## src/rtl/uart_pkg.sv

```systemverilog
// Shared definitions for the memory-mapped UART blocks: FSM states, register map, status bits.
// Pure declarations; no timing or flow control of its own.
package uart_pkg;

  typedef enum logic [1:0] {
    ST_IDLE  = 2'd0,
    ST_START = 2'd1,
    ST_DATA  = 2'd2,
    ST_STOP  = 2'd3
  } uart_state_e;

  localparam logic [3:0] REG_DATA   = 4'h0;
  localparam logic [3:0] REG_STATUS = 4'h4;

  localparam int STAT_FULL   = 0;
  localparam int STAT_EMPTY  = 1;
  localparam int STAT_ACTIVE = 2;
  localparam int STAT_OVF    = 3;

endpackage

```

## src/rtl/sync_fifo.sv

```systemverilog
// Single-clock circular FIFO, first-word fall-through (dout shows the head combinationally).
// Push while full is accepted only when a pop happens in the same cycle; pop while empty is ignored.
module sync_fifo #(
  parameter int WIDTH = 8,
  parameter int DEPTH = 4
) (
  input  logic             clk,
  input  logic             rst,
  input  logic             push_i,
  input  logic [WIDTH-1:0] din_i,
  input  logic             pop_i,
  output logic [WIDTH-1:0] dout_o,
  output logic             full_o,
  output logic             empty_o
);
  localparam int AW = $clog2(DEPTH);
  localparam logic [AW:0] CNT_FULL = (AW+1)'(DEPTH);

  logic [WIDTH-1:0] mem_q [DEPTH];
  logic [AW-1:0]    wr_ptr_q, wr_ptr_d;
  logic [AW-1:0]    rd_ptr_q, rd_ptr_d;
  logic [AW:0]      count_q, count_d;
  logic             do_push, do_pop;

  assign empty_o = (count_q == '0);
  assign full_o  = (count_q == CNT_FULL);
  assign do_pop  = pop_i & ~empty_o;
  assign do_push = push_i & (~full_o | do_pop);
  assign dout_o  = mem_q[rd_ptr_q];

  // Power-of-two depth lets the pointers wrap without compare logic.
  always_comb begin
    wr_ptr_d = wr_ptr_q;
    rd_ptr_d = rd_ptr_q;
    count_d  = count_q;
    if (do_push) wr_ptr_d = wr_ptr_q + 1'b1;
    if (do_pop)  rd_ptr_d = rd_ptr_q + 1'b1;
    case ({do_push, do_pop})
      2'b10:   count_d = count_q + 1'b1;
      2'b01:   count_d = count_q - 1'b1;
      default: count_d = count_q;
    endcase
  end

  always_ff @(posedge clk or posedge rst) begin
    if (rst) begin
      wr_ptr_q <= '0;
      rd_ptr_q <= '0;
      count_q  <= '0;
    end else begin
      wr_ptr_q <= wr_ptr_d;
      rd_ptr_q <= rd_ptr_d;
      count_q  <= count_d;
    end
  end

  always_ff @(posedge clk) begin
    if (do_push) mem_q[wr_ptr_q] <= din_i;
  end

endmodule

```

## src/rtl/mmio_uart_tx.sv

```systemverilog
// MMIO UART transmitter: DATA writes queue bytes sent 8N1 LSB-first; reads are registered (1 cycle).
// No backpressure on the bus: a DATA write to a full FIFO without a same-cycle pop is dropped and flagged.
module mmio_uart_tx
  import uart_pkg::*;
#(
  parameter int          CLKS_PER_BIT = 4,
  parameter int          FIFO_DEPTH   = 4,
  parameter logic [31:0] BASE_ADDR    = 32'h0000_1000
) (
  input  logic        clk,
  input  logic        rst,
  input  logic [31:0] bus_addr,
  input  logic [31:0] bus_wdata,
  input  logic        bus_we,
  input  logic        bus_re,
  output logic [31:0] bus_rdata,
  output logic        tx,
  output logic        busy
);
  localparam int            BW        = $clog2(CLKS_PER_BIT);
  localparam logic [BW-1:0] BAUD_LAST = BW'(CLKS_PER_BIT - 1);

  uart_state_e   state_q, state_d;
  logic [BW-1:0] baud_q, baud_d;
  logic [2:0]    bit_q, bit_d;
  logic [7:0]    shift_q, shift_d;
  logic          tx_q, tx_d;
  logic          ovf_q, ovf_d;
  logic [31:0]   rdata_q, rdata_d;

  logic       sel, push, pop, stat_rd, baud_end, active;
  logic [3:0] reg_off;
  logic [7:0] fifo_dout;
  logic       fifo_full, fifo_empty;
  logic [31:0] status_word;
  logic       unused_bits;

  assign sel      = (bus_addr[31:4] == BASE_ADDR[31:4]);
  assign reg_off  = {bus_addr[3:2], 2'b00};
  assign push     = bus_we & sel & (reg_off == REG_DATA);
  assign stat_rd  = bus_re & sel & (reg_off == REG_STATUS);
  assign baud_end = (baud_q == BAUD_LAST);
  assign active   = (state_q != ST_IDLE);
  assign unused_bits = ^{bus_wdata[31:8], bus_addr[1:0]};

  sync_fifo #(
    .WIDTH (8),
    .DEPTH (FIFO_DEPTH)
  ) u_fifo (
    .clk     (clk),
    .rst     (rst),
    .push_i  (push),
    .din_i   (bus_wdata[7:0]),
    .pop_i   (pop),
    .dout_o  (fifo_dout),
    .full_o  (fifo_full),
    .empty_o (fifo_empty)
  );

  always_comb begin
    status_word              = '0;
    status_word[STAT_FULL]   = fifo_full;
    status_word[STAT_EMPTY]  = fifo_empty;
    status_word[STAT_ACTIVE] = active;
    status_word[STAT_OVF]    = ovf_q;
  end

  // A fresh overflow wins over the read-to-clear in the same cycle.
  always_comb begin
    ovf_d   = (push & fifo_full & ~pop) | (ovf_q & ~stat_rd);
    rdata_d = rdata_q;
    if (bus_re && sel) rdata_d = (reg_off == REG_STATUS) ? status_word : 32'h0;
  end

  always_comb begin
    state_d = state_q;
    baud_d  = baud_q;
    bit_d   = bit_q;
    shift_d = shift_q;
    pop     = 1'b0;
    case (state_q)
      ST_IDLE: begin
        if (!fifo_empty) begin
          pop     = 1'b1;
          shift_d = fifo_dout;
          baud_d  = '0;
          state_d = ST_START;
        end
      end
      ST_START: begin
        if (baud_end) begin
          baud_d  = '0;
          bit_d   = '0;
          state_d = ST_DATA;
        end else begin
          baud_d = baud_q + 1'b1;
        end
      end
      ST_DATA: begin
        if (baud_end) begin
          baud_d  = '0;
          shift_d = {1'b0, shift_q[7:1]};
          if (bit_q == 3'd7) state_d = ST_STOP;
          else               bit_d   = bit_q + 1'b1;
        end else begin
          baud_d = baud_q + 1'b1;
        end
      end
      ST_STOP: begin
        if (baud_end) begin
          baud_d = '0;
          if (!fifo_empty) begin
            pop     = 1'b1;
            shift_d = fifo_dout;
            state_d = ST_START;
          end else begin
            state_d = ST_IDLE;
          end
        end else begin
          baud_d = baud_q + 1'b1;
        end
      end
      default: state_d = ST_IDLE;
    endcase
    // Line level is registered from the next state so tx changes on the same edge as the FSM.
    case (state_d)
      ST_START: tx_d = 1'b0;
      ST_DATA:  tx_d = shift_d[0];
      default:  tx_d = 1'b1;
    endcase
  end

  always_ff @(posedge clk or posedge rst) begin
    if (rst) begin
      state_q <= ST_IDLE;
      baud_q  <= '0;
      bit_q   <= '0;
      shift_q <= '0;
      tx_q    <= 1'b1;
      ovf_q   <= 1'b0;
      rdata_q <= '0;
    end else begin
      state_q <= state_d;
      baud_q  <= baud_d;
      bit_q   <= bit_d;
      shift_q <= shift_d;
      tx_q    <= tx_d;
      ovf_q   <= ovf_d;
      rdata_q <= rdata_d;
    end
  end

  assign tx        = tx_q;
  assign busy      = ~fifo_empty | active;
  assign bus_rdata = rdata_q;

endmodule
```

## config.mk

```make
export PLATFORM = sky130hd
export DESIGN_NAME = mmio_uart_tx
export DESIGN_NICKNAME = d
export VERILOG_FILES = /design/src/rtl/uart_pkg.sv /design/src/rtl/sync_fifo.sv /design/src/rtl/mmio_uart_tx.sv
export SDC_FILE = /design/constraint.sdc
export NUM_CORES = 1
export LEC_CHECK = 0
export CORE_ASPECT_RATIO = 1.25
export CORE_UTILIZATION = 35
export DETAILED_ROUTE_END_ITERATION = 8
export PLACE_DENSITY = 0.7
export SYNTH_ARGS = -nofsm -noshare
export SYNTH_HDL_FRONTEND = slang
export SYNTH_SLANG_ARGS = --single-unit
```

## constraint.sdc

```tcl
create_clock -name clk -period 4.3 [get_ports clk]
set_input_delay 0.86 -clock clk [delete_from_list [all_inputs] [get_ports clk]]
set_output_delay 0.86 -clock clk [all_outputs]
set_load 0.02 [all_outputs]
```

# After elaboration in Yosys (flattened, before gate mapping)
# Memory sizes are Yosys's and may differ from the RTL's.
# Cells that the tools add are included.
dict set report word_totals {
  mem_bits_ro 0
  register_bits 56
  latch_bits 0
  n_memories 1
  inputBits 68
  ram_bits 32
}
dict set report op_classes {
  addsub 6
  div 0
  magnitude_cmp 0
  n_reduce_logical 11
  bitwise 16
  eq_ne 17
  multipliers 0
  muxes 26
  shifts 0
}
# memory depth word_bits rd rd_clocked_by_memory_dff wr line_no
set memory_table {}
lappend memory_table {u_fifo.mem_q 4 8 1 0 1 sync_fifo.sv:19} ;# logic [WIDTH-1:0] mem_q [DEPTH];
# cell n
set op_table {}
lappend op_table {{28-bit by 9-bit equality test with 1-bit output (second input constant)} 1}
lappend op_table {{8-bit two-way mux} 3}
lappend op_table {{8-bit one-hot mux with 3 select lines} 1}
lappend op_table {{2-bit two-way mux} 7}
lappend op_table {{3-bit one-hot mux with 2 select lines} 2}
lappend op_table {{2-bit equality test (second input constant)} 5}
lappend op_table {{2-bit inequality test (second input constant)} 5}
lappend op_table {{1-bit bitwise AND} 9}
lappend op_table {{3-bit two-way mux} 3}
lappend op_table {{2-bit by 1-bit equality test with 1-bit output (second input constant)} 4}
lappend op_table {{2-bit one-hot mux with 4 select lines} 1}
lappend op_table {{2-bit by 1-bit adder with 2-bit output (second input constant)} 3}
lappend op_table {{3-bit by 1-bit adder with 3-bit output (second input constant)} 2}
lappend op_table {{3-bit equality test (second input constant)} 2}
lappend op_table {{2-bit nonzero test} 3}
lappend op_table {{1-bit two-way mux} 5}
lappend op_table {{4-bit logical NOT} 1}
lappend op_table {{4-bit two-way mux} 1}
lappend op_table {{1-bit NOT} 4}
lappend op_table {{1-bit one-hot mux with 2 select lines} 2}
lappend op_table {{2-bit one-hot mux with 2 select lines} 1}
lappend op_table {{4-bit AND reduction} 1}
lappend op_table {{3-bit logical NOT} 1}
lappend op_table {{1-bit OR} 3}
lappend op_table {{other kinds (6)} 6}

# Longest topological paths before layout
# Gate-level depths: netlist of the first run.
dict set report depth {
  depth_word 9
  mapped_depth 9
  ltp_nobuf 9
}

# By module
# A second synthesis of the first run with hierarchy kept.
dict set report unflattened {
  hier_cells 237
  hier_area_um2 3111.7
}
# mod cells_each area_per_inst_um2 seq_area_each_um2 n_inst
set modules_own_cells {}
lappend modules_own_cells {sync_fifo 81 1591.5 1136.1 1}
lappend modules_own_cells {mmio_uart_tx 156 1520.2 526.8 1}

# Least setup slack after synthesis of the first run
# No wires, ideal clock.
dict set report synth_path {
  kind {input -> register}
  from {input bus_addr[12]}
  to {register u_fifo.count_q[2]}
  path_buffers 0
  t_arrival_ns 2.437
  setup_slack_ns 1.784
  setup_time_ns 0.079
  path_stages 8
  cell_sequence {nor4b_2 -> nand4_1 -> or3_1 -> nand2_1 -> fa_1 -> or3b_1 -> mux2i_1 -> xor2_1}
}
dict set report synth_via {
  elab_chain_len 6
  elab_cells_between_ends 8
  cone_classes {eq/ne: 3; mux: 1; bitwise: 3; reduce/logical: 1}
}
# element line_no
set synth_lines {}
lappend synth_lines {{start, declared} mmio_uart_tx.sv:12} ;# input logic [31:0] bus_addr,
lappend synth_lines {{28-bit by 9-bit equality test with 1-bit output *} mmio_uart_tx.sv:38} ;# assign sel = (bus_addr[31:4] == BASE_ADDR[31:4]);
lappend synth_lines {{1-bit bitwise AND * (2 in series)} mmio_uart_tx.sv:40} ;# assign push = bus_we & sel & (reg_off == REG_DATA);
lappend synth_lines {{1-bit bitwise AND *} sync_fifo.sv:28} ;# assign do_push = push_i & (~full_o | do_pop);
lappend synth_lines {{2-bit by 1-bit equality test with 1-bit output or 2-bit equality test (tied branches)} sync_fifo.sv:38} ;# case ({do_push, do_pop})
lappend synth_lines {{3-bit one-hot mux with 2 select lines or 2-bit nonzero test (tied branches)} -}
lappend synth_lines {{end signal, assigned} sync_fifo.sv:53} ;# count_q <= count_d;
lappend synth_lines {{end, declared} sync_fifo.sv:22} ;# logic [AW:0] count_q, count_d;
# Mark *: on every way between the ends. The rest lies on a longest branch, timed or not.
# A chain may end at the register's enable or synchronous reset.

# Final worst setup path of the first run
dict set report layout_path {
  from {input bus_addr[27]}
  to {memory u_fifo.mem_q[3][6] (enable)}
}
dict set report layout_via {
  elab_chain_len 6
}
# element line_no
set layout_lines {}
lappend layout_lines {{28-bit by 9-bit equality test with 1-bit output} mmio_uart_tx.sv:38}
lappend layout_lines {{1-bit bitwise AND (2 in series)} mmio_uart_tx.sv:40}
lappend layout_lines {{1-bit bitwise AND} sync_fifo.sv:28}
lappend layout_lines {{1-bit two-way mux} sync_fifo.sv:58} ;# if (do_push) mem_q[wr_ptr_q] <= din_i;
lappend layout_lines {{1-bit two-way mux (not written as such)} sync_fifo.sv:58}
lappend layout_lines {{end, declared} sync_fifo.sv:19}
# Every way passes these cells.

==> results of run 1 <==
==> critical path, stage by stage <==
cell	delay [ns]
clkdlybuf4s50_1	0.41
nor4_1	0.49
nand3_1	0.20
nor3_2	0.31
o21a_2	0.25
and2_1	0.40
==> per-stage QoR <==
stage               instances  hold slack, ns  cell area, um2  total power, W   util
finish                    389           0.488            3680         0.00112  0.442
global route              389           0.531            3680         0.00116  0.442
CTS                       389           0.498            3680         0.00113  0.442
detailed placement        373           0.480            3510        0.000690  0.421
global placement          373           0.479            3510        0.000688  0.421
floorplan                 261           0.456            3150        0.000666      -
==> routing by layer <==
layer  routed length (um)  share of wire  vias to the layer above
met5                    0              0                        -
met4                  108          0.020                        0
met3                  162          0.030                       10
met2                 2790           0.52                       48
met1                 2280           0.43                      922
li1                     -              -                      931
==> cell type report <==
type	count	area, um2
Sequential cell	60	1660
Tap cell	97	121
Timing Repair Buffer	47	470
Inverter	10	37.5
Clock buffer	9	124
Multi-Input combinational cell	159	1220
Fill cell	773	4650
Clock inverter	7	52.6
==> logic make-up (layout without fill, tap and decap cells) <==
| group | after synthesis | after routing | synth area share |
|---|---|---|---|
| and+or+nand+nor | 60 | 60 | 0.112 |
| AOI/OAI and AO/OA | 35 | 35 | 0.0884 |
| muxes | 18 | 18 | 0.0945 |
| buffers and inverters | 42 | 73 | 0.0875 |
| adders and majority gates | 13 | 13 | 0.0559 |
| DFF | 60 | 60 | 0.546 |
| xor gates and xnor gates | 5 | 5 | 0.0144 |
| other | 1 | 28 | 0.00123 |
==> final timing paths <==
path                         startpoint            endpoint  depth (start not counted)
min in group asynchronous           rst        bus_rdata[2]                          2
max in group asynchronous           rst          shift_q[5]                          2
max reg2reg                  state_q[1]   u_fifo.count_q[2]                          9
max                        bus_addr[27]  u_fifo.mem_q[3][6]                          6
min reg2reg                  shift_q[0]          shift_q[0]                          1
min                          shift_q[0]          shift_q[0]                          1
==> power by group through the flow <==
stage	sequential [W]	combinational, W	clock, W
2_1_floorplan	0.000618	0.0000481	0
5_1_grt	0.000606	0.0000783	0.000478
3_3_place_gp	0.000618	0.0000702	0
3_5_place_dp	0.000618	0.0000716	0
4_1_cts	0.000606	0.0000718	0.000453
6_report	0.000606	0.0000714	0.000445
==> state kept, by name, summed over array words and instances (netlist names) <==
register / cells
bus_rdata: 4
baud_q: 2
u_fifo.wr_ptr_q: 2
state_q: 2
u_fifo.rd_ptr_q: 2
bit_q: 3
ovf_q: 1
tx: 1
u_fifo.mem_q: 32
shift_q: 8
u_fifo.count_q: 3
==> layout by cell type, fill, tap and decap left out, types with 4 or more instances in the layout <==
master	n
a22o_1	5
edfxtp_1	32
nor4_1	7
nand3_1	5
a222oi_1	6
clkbuf_8	9
dfrtp_1	27
nor2_1	11
inv_1	10
mux2i_1	4
conb_1	28
nand2_1	15
clkdlybuf4s50_1	47
mux4_2	8
ha_1	12
o21ai_0	8
and2_1	5
mux2_2	5
==> results_tabular.tex, run 1 <==
\begin{tabular}{lr}
\hline
Metric & Value \\
\hline
\multicolumn{2}{l}{\textbf{CTS}} \\
Clk sinks & 60 \\
Number of buffers inserted by post-CTS setup repair & 0 \\
CTS H-Tree Depth & 3 \\
CTS tree & done \\
Clock tree root buffer cell & clkbuf\_8 \\
TritonCTS Buffers & 9 \\
Insertion delay of the later-clocked pin in the worst-skew pair & 0.34 ns \\
Clock transition at the registers of the reported paths & 0.07 ns \\
Resized cells post-CTS & 0 \\
Clock buffer depth & 2 \\
Hold buffer count at cts & 0 \\
\multicolumn{2}{l}{\textbf{Timing}} \\
Worst Slack Setup Final & 1.37 ns \\
F\_max & 0.341 GHz \\
Final hold violations & 0 \\
Ratio of final minimum period to clock period & 0.682 \\
Worst slew margin relative to its limit & 0.252 \\
Max Clock Skew & 0.00603 ns \\
Worst slew pin tran & 1.12 ns \\
Post-layout minimum cycle time & 2.93 ns \\
Max Slew Vio Count & 0 \\
Final number of setup-violating endpoints & 0 \\
Setup repair after global routing missed its margin & no \\
Setup TNS & 0 ns \\
\multicolumn{2}{l}{\textbf{Global routing}} \\
Global-route met1 utilization & 0.152 \\
Vias in the first global route & 1915 \\
Pin count of the biggest net entering global routing & 29 \\
Met3 GRT Util & 0.0256 \\
Number of antenna violations at the first check in global routing & 0 \\
GRT busiest layer & met2 \\
Global-route wire length before repair & 9030 um \\
Met2 capacity usage during global routing & 0.222 \\
Gr ovfl total & 0 \\
Overall Global Routing Usage & 0.128 \\
\multicolumn{2}{l}{\textbf{Placement}} \\
Count of port buffers added during placement & 47 \\
Routability Congestion & 0.722 \\
DPL Wire Length & 4010 um \\
Dpl ws & 0.963 ns \\
\multicolumn{2}{l}{\textbf{Floorplan}} \\
Row count & 37 \\
Initial Util & 0.365 \\
I/O pin total & 102 \\
Die height & 106 um \\
Floorplan core area & 0.00833 mm2 \\
Die Wd & 85.4 um \\
Die footprint & 0.00908 mm2 \\
\multicolumn{2}{l}{\textbf{Setup path}} \\
Critical path start-end classification & input pin to flip-flop \\
Max FO, Critical Path & 8 \\
Data arrival time of the critical path & 2.92 ns \\
Type of element launching the critical path & input pin \\
Required time worst endpoint & 4.29 ns \\
Critical path endpoint category & flip-flop \\
R2r setup slk & 1.46 ns \\
\multicolumn{2}{l}{\textbf{Power and ir drop}} \\
Net switching power figure & 0.000272 W \\
Static leakage power & 1.43 nW \\
Portion of total power attributed to the clock network & 0.396 \\
PD cells & 305 mW/mm2 \\
Power Internal & 0.000850 W \\
Switching portion of total power & 0.242 \\
Power share of the combinational group & 0.064 \\
Worst voltage drop across the vdd grid & 0.303 mV \\
Reg power frac & 0.540 \\
\multicolumn{2}{l}{\textbf{Min path}} \\
Path class of the lowest-slack min-delay path & flip-flop to flip-flop \\
\multicolumn{2}{l}{\textbf{Yosys}} \\
Ys Warns & 0 \\
Top cell type by total area after synthesis & edfxtp\_1 \\
Share of flip-flops with an asynchronous set or reset & 0.467 \\
Number of library cell types mapped by synthesis & 47 \\
Synth top area cells & edfxtp\_1 (32\%), dfrtp\_1 (22\%), buf\_4 (7.2\%), mux4\_2 (5.9\%), ha\_1 (4.9\%) \\
Top post-synthesis cells by count & edfxtp\_1 (32), buf\_4 (29), dfrtp\_1 (27), nand2\_1 (15), ha\_1 (12) \\
Area share of the leading cell type in the synthesized netlist & 0.316 \\
Most instantiated flip-flop cell in the synthesis netlist & edfxtp\_1 \\
Top-count cell post-synth & edfxtp\_1 \\
Gate count after technology mapping & 234 \\
Sequential share of the synthesized area & 0.546 \\
Synthesized area per cell & 13.0 um2 \\
Post-synth EDFFs & 32 \\
Post-synthesis instance area & 0.00304 mm2 \\
Post-synthesis register bit count & 60 \\
\multicolumn{2}{l}{\textbf{Route}} \\
Vias & 1911 \\
Residual DRC count & 0 \\
Overall routed net length & 5350 um \\
First drt pass iteration count & 5 \\
Detail Route Antenna Nets & 0 \\
Detail-routed via count per cell & 4.91 \\
Detail-routed net length per standard cell & 13.7 um \\
First-iteration detailed-routing DRC count & 69 \\
\multicolumn{2}{l}{\textbf{Status}} \\
Outcome & finished clean \\
\multicolumn{2}{l}{\textbf{Layout}} \\
Number of diodes added for antenna fixing & 0 \\
Layout cells sized above 1 & 0.120 \\
Final layout net count & 368 \\
Synth-to-layout area growth & 21.0\% \\
\multicolumn{2}{l}{\textbf{Job}} \\
Max-cap viol count & 0 \\
\hline
\end{tabular}
Power figures use the tool's default switching activity.
==> run 2: changes to the inputs <==
==> constraint.sdc (replaced) <==
create_clock -name clk -period 2.8 [get_ports clk]
set_input_delay 0.56 -clock clk [delete_from_list [all_inputs] [get_ports clk]]
set_output_delay 0.56 -clock clk [all_outputs]
set_load 0.02 [all_outputs]
==> run 2 against run 1 <==
Die area unchanged. Worst setup slack worse by 1.0 ns. Critical endpoint is now busy. First-iteration DRC count down 1.4%. Core utilization up 1.9 points. Count of clock-buffer cells in the layout unchanged. Clock skew about the same.
==> results_tabular.tex, run 2 (synthesis gave the netlist of run 1 again) <==
\begin{tabular}{lr}
\hline
Metric & Value \\
\hline
\multicolumn{2}{l}{\textbf{CTS}} \\
TritonCTS Buffers & 9 \\
Number of buffers inserted by post-CTS setup repair & 0 \\
CTS tree & done \\
Clock buffer depth & 2 \\
Clock tree root buffer cell & clkbuf\_8 \\
Resized cells post-CTS & 0 \\
CTS H-Tree Depth & 3 \\
Hold buffer count at cts & 0 \\
Insertion delay of the later-clocked pin in the worst-skew pair & 0.33 ns \\
Clk sinks & 60 \\
Clock transition at the registers of the reported paths & 0.07 ns \\
\multicolumn{2}{l}{\textbf{Job}} \\
Max-cap viol count & 0 \\
\multicolumn{2}{l}{\textbf{Status}} \\
Outcome & finished clean \\
\multicolumn{2}{l}{\textbf{Layout}} \\
Layout cells sized above 1 & 0.152 \\
Leading cell types in the layout, fill and taps excluded & clkdlybuf4s50\_1 (47), edfxtp\_1 (32), conb\_1 (28) \\
Commonest non-fill, non-tap cell in the layout & clkdlybuf4s50\_1 \\
Sequential Area & 0.00166 mm2 \\
Max FFs per register & 32 \\
Filler cell count & 755 \\
Final layout net count & 379 \\
Number of diodes added for antenna fixing & 0 \\
Total area of multi-input combinational cells & 0.00122 mm2 \\
Register name with the most flops & u\_fifo.mem\_q \\
Synth-to-layout area growth & 26.2\% \\
\multicolumn{2}{l}{\textbf{Timing}} \\
Max Clock Skew & 0.00630 ns \\
Ratio of final minimum period to clock period & 0.877 \\
Worst slew pin tran & 0.762 ns \\
Setup repair after global routing missed its margin & no \\
Final hold violations & 0 \\
Worst slew margin relative to its limit & 0.491 \\
Setup TNS & 0 ns \\
Final number of setup-violating endpoints & 0 \\
F\_max & 0.407 GHz \\
Post-layout minimum cycle time & 2.46 ns \\
Max Slew Vio Count & 0 \\
\multicolumn{2}{l}{\textbf{Power and ir drop}} \\
Total power & 0.00181 W \\
Worst voltage drop across the vdd grid & 0.486 mV \\
PD cells & 471 mW/mm2 \\
Static leakage power & 1.52 nW \\
\multicolumn{2}{l}{\textbf{Setup path}} \\
R2r setup slk & 0.36 ns \\
Critical path endpoint category & output pin \\
Max FO, Critical Path & 5 \\
Data arrival time of the critical path & 1.90 ns \\
Type of element launching the critical path & flip-flop \\
Critical path start-end classification & flip-flop to output pin \\
Required time worst endpoint & 2.24 ns \\
\multicolumn{2}{l}{\textbf{Floorplan}} \\
Die Wd & 85.4 um \\
Die footprint & 0.00908 mm2 \\
Row count & 37 \\
Floorplan core area & 0.00833 mm2 \\
Die height & 106 um \\
Initial Util & 0.365 \\
I/O pin total & 102 \\
\multicolumn{2}{l}{\textbf{Min path}} \\
Path class of the lowest-slack min-delay path & flip-flop to flip-flop \\
\multicolumn{2}{l}{\textbf{Placement}} \\
Count of port buffers added during placement & 47 \\
Routability Congestion & 0.718 \\
DPL Wire Length & 4190 um \\
\multicolumn{2}{l}{\textbf{Route}} \\
First drt pass iteration count & 4 \\
Vias & 1990 \\
Detail-routed via count per cell & 4.98 \\
Detail Route Antenna Nets & 0 \\
Residual DRC count & 0 \\
Detail-routed net length per standard cell & 13.8 um \\
First-iteration detailed-routing DRC count & 68 \\
Overall routed net length & 5500 um \\
\multicolumn{2}{l}{\textbf{Global routing}} \\
Overall Global Routing Usage & 0.132 \\
Pin count of the biggest net entering global routing & 21 \\
Vias in the first global route & 1972 \\
Number of antenna violations at the first check in global routing & 0 \\
Gr ovfl total & 0 \\
Global-route wire length before repair & 9340 um \\
\hline
\end{tabular}
[run 2: changes by cell type in the layout (fill, tap and decap cells not counted)]
| cell | delta |
|---|---|
| buf_4 | +7 |
| buf_12 | +4 |
| clkinvlp_4 | -2 |
| bufinv_16 | +1 |
| clkinv_4 | +1 |
[run 2: critical path: stages, from the launching register on]
cell             delay (ns)
dfrtp_1                0.44
inv_1                  0.13
ha_1                   0.25
nand2_1                0.13
clkdlybuf4s50_1        0.62
[run 2: final timing paths]
check,cells after the start,startpoint,end
setup / recovery,4,state_q[1],busy
hold / removal,1,shift_q[0],shift_q[0]
setup reg to reg,9,state_q[1],u_fifo.count_q[2]
hold reg to reg,1,shift_q[0],shift_q[0]
max in group asynchronous,3,rst,bus_rdata[1]
min in group asynchronous,2,rst,u_fifo.wr_ptr_q[0]
[run 2: area by class of cell]
cell class	count	area share
tap	97	0.0316
clock buffer	9	0.0322
timing repair buffer	58	0.157
multi-input combinational	159	0.317
inverter	10	0.00977
clock inverter	7	0.0199
sequential	60	0.433
[run 2: per-layer routing]
metal | GRT usage | share of wire | vias up | routed length (um)
met5 | 0 | 0 | - | 0
met4 | 0.0464 | 0.010 | 0 | 55
met3 | 0.0256 | 0.048 | 7 | 265
met2 | 0.245 | 0.55 | 63 | 3050
met1 | 0.149 | 0.39 | 969 | 2130
li1 | - | - | 951 | -
[run 2: through the flow]
step	utilization	setup slack, ns	cells	hold WS [ns]	instance area, um2
2_1_floorplan	-	0.328	261	0.456	3150
3_3_place_gp	0.437	0.0817	384	0.480	3640
3_5_place_dp	0.437	0.0415	384	0.490	3640
4_1_cts	0.461	0.335	400	0.505	3840
5_1_grt	0.461	0.156	400	0.520	3840
6_report	0.461	0.344	400	0.493	3840
[run 2: power breakdown]
part	switching, W	internal [W]
Sequential	0.0000000252	0.000931
Clock	0.000352	0.000415
Combinational	0.0000566	0.0000544
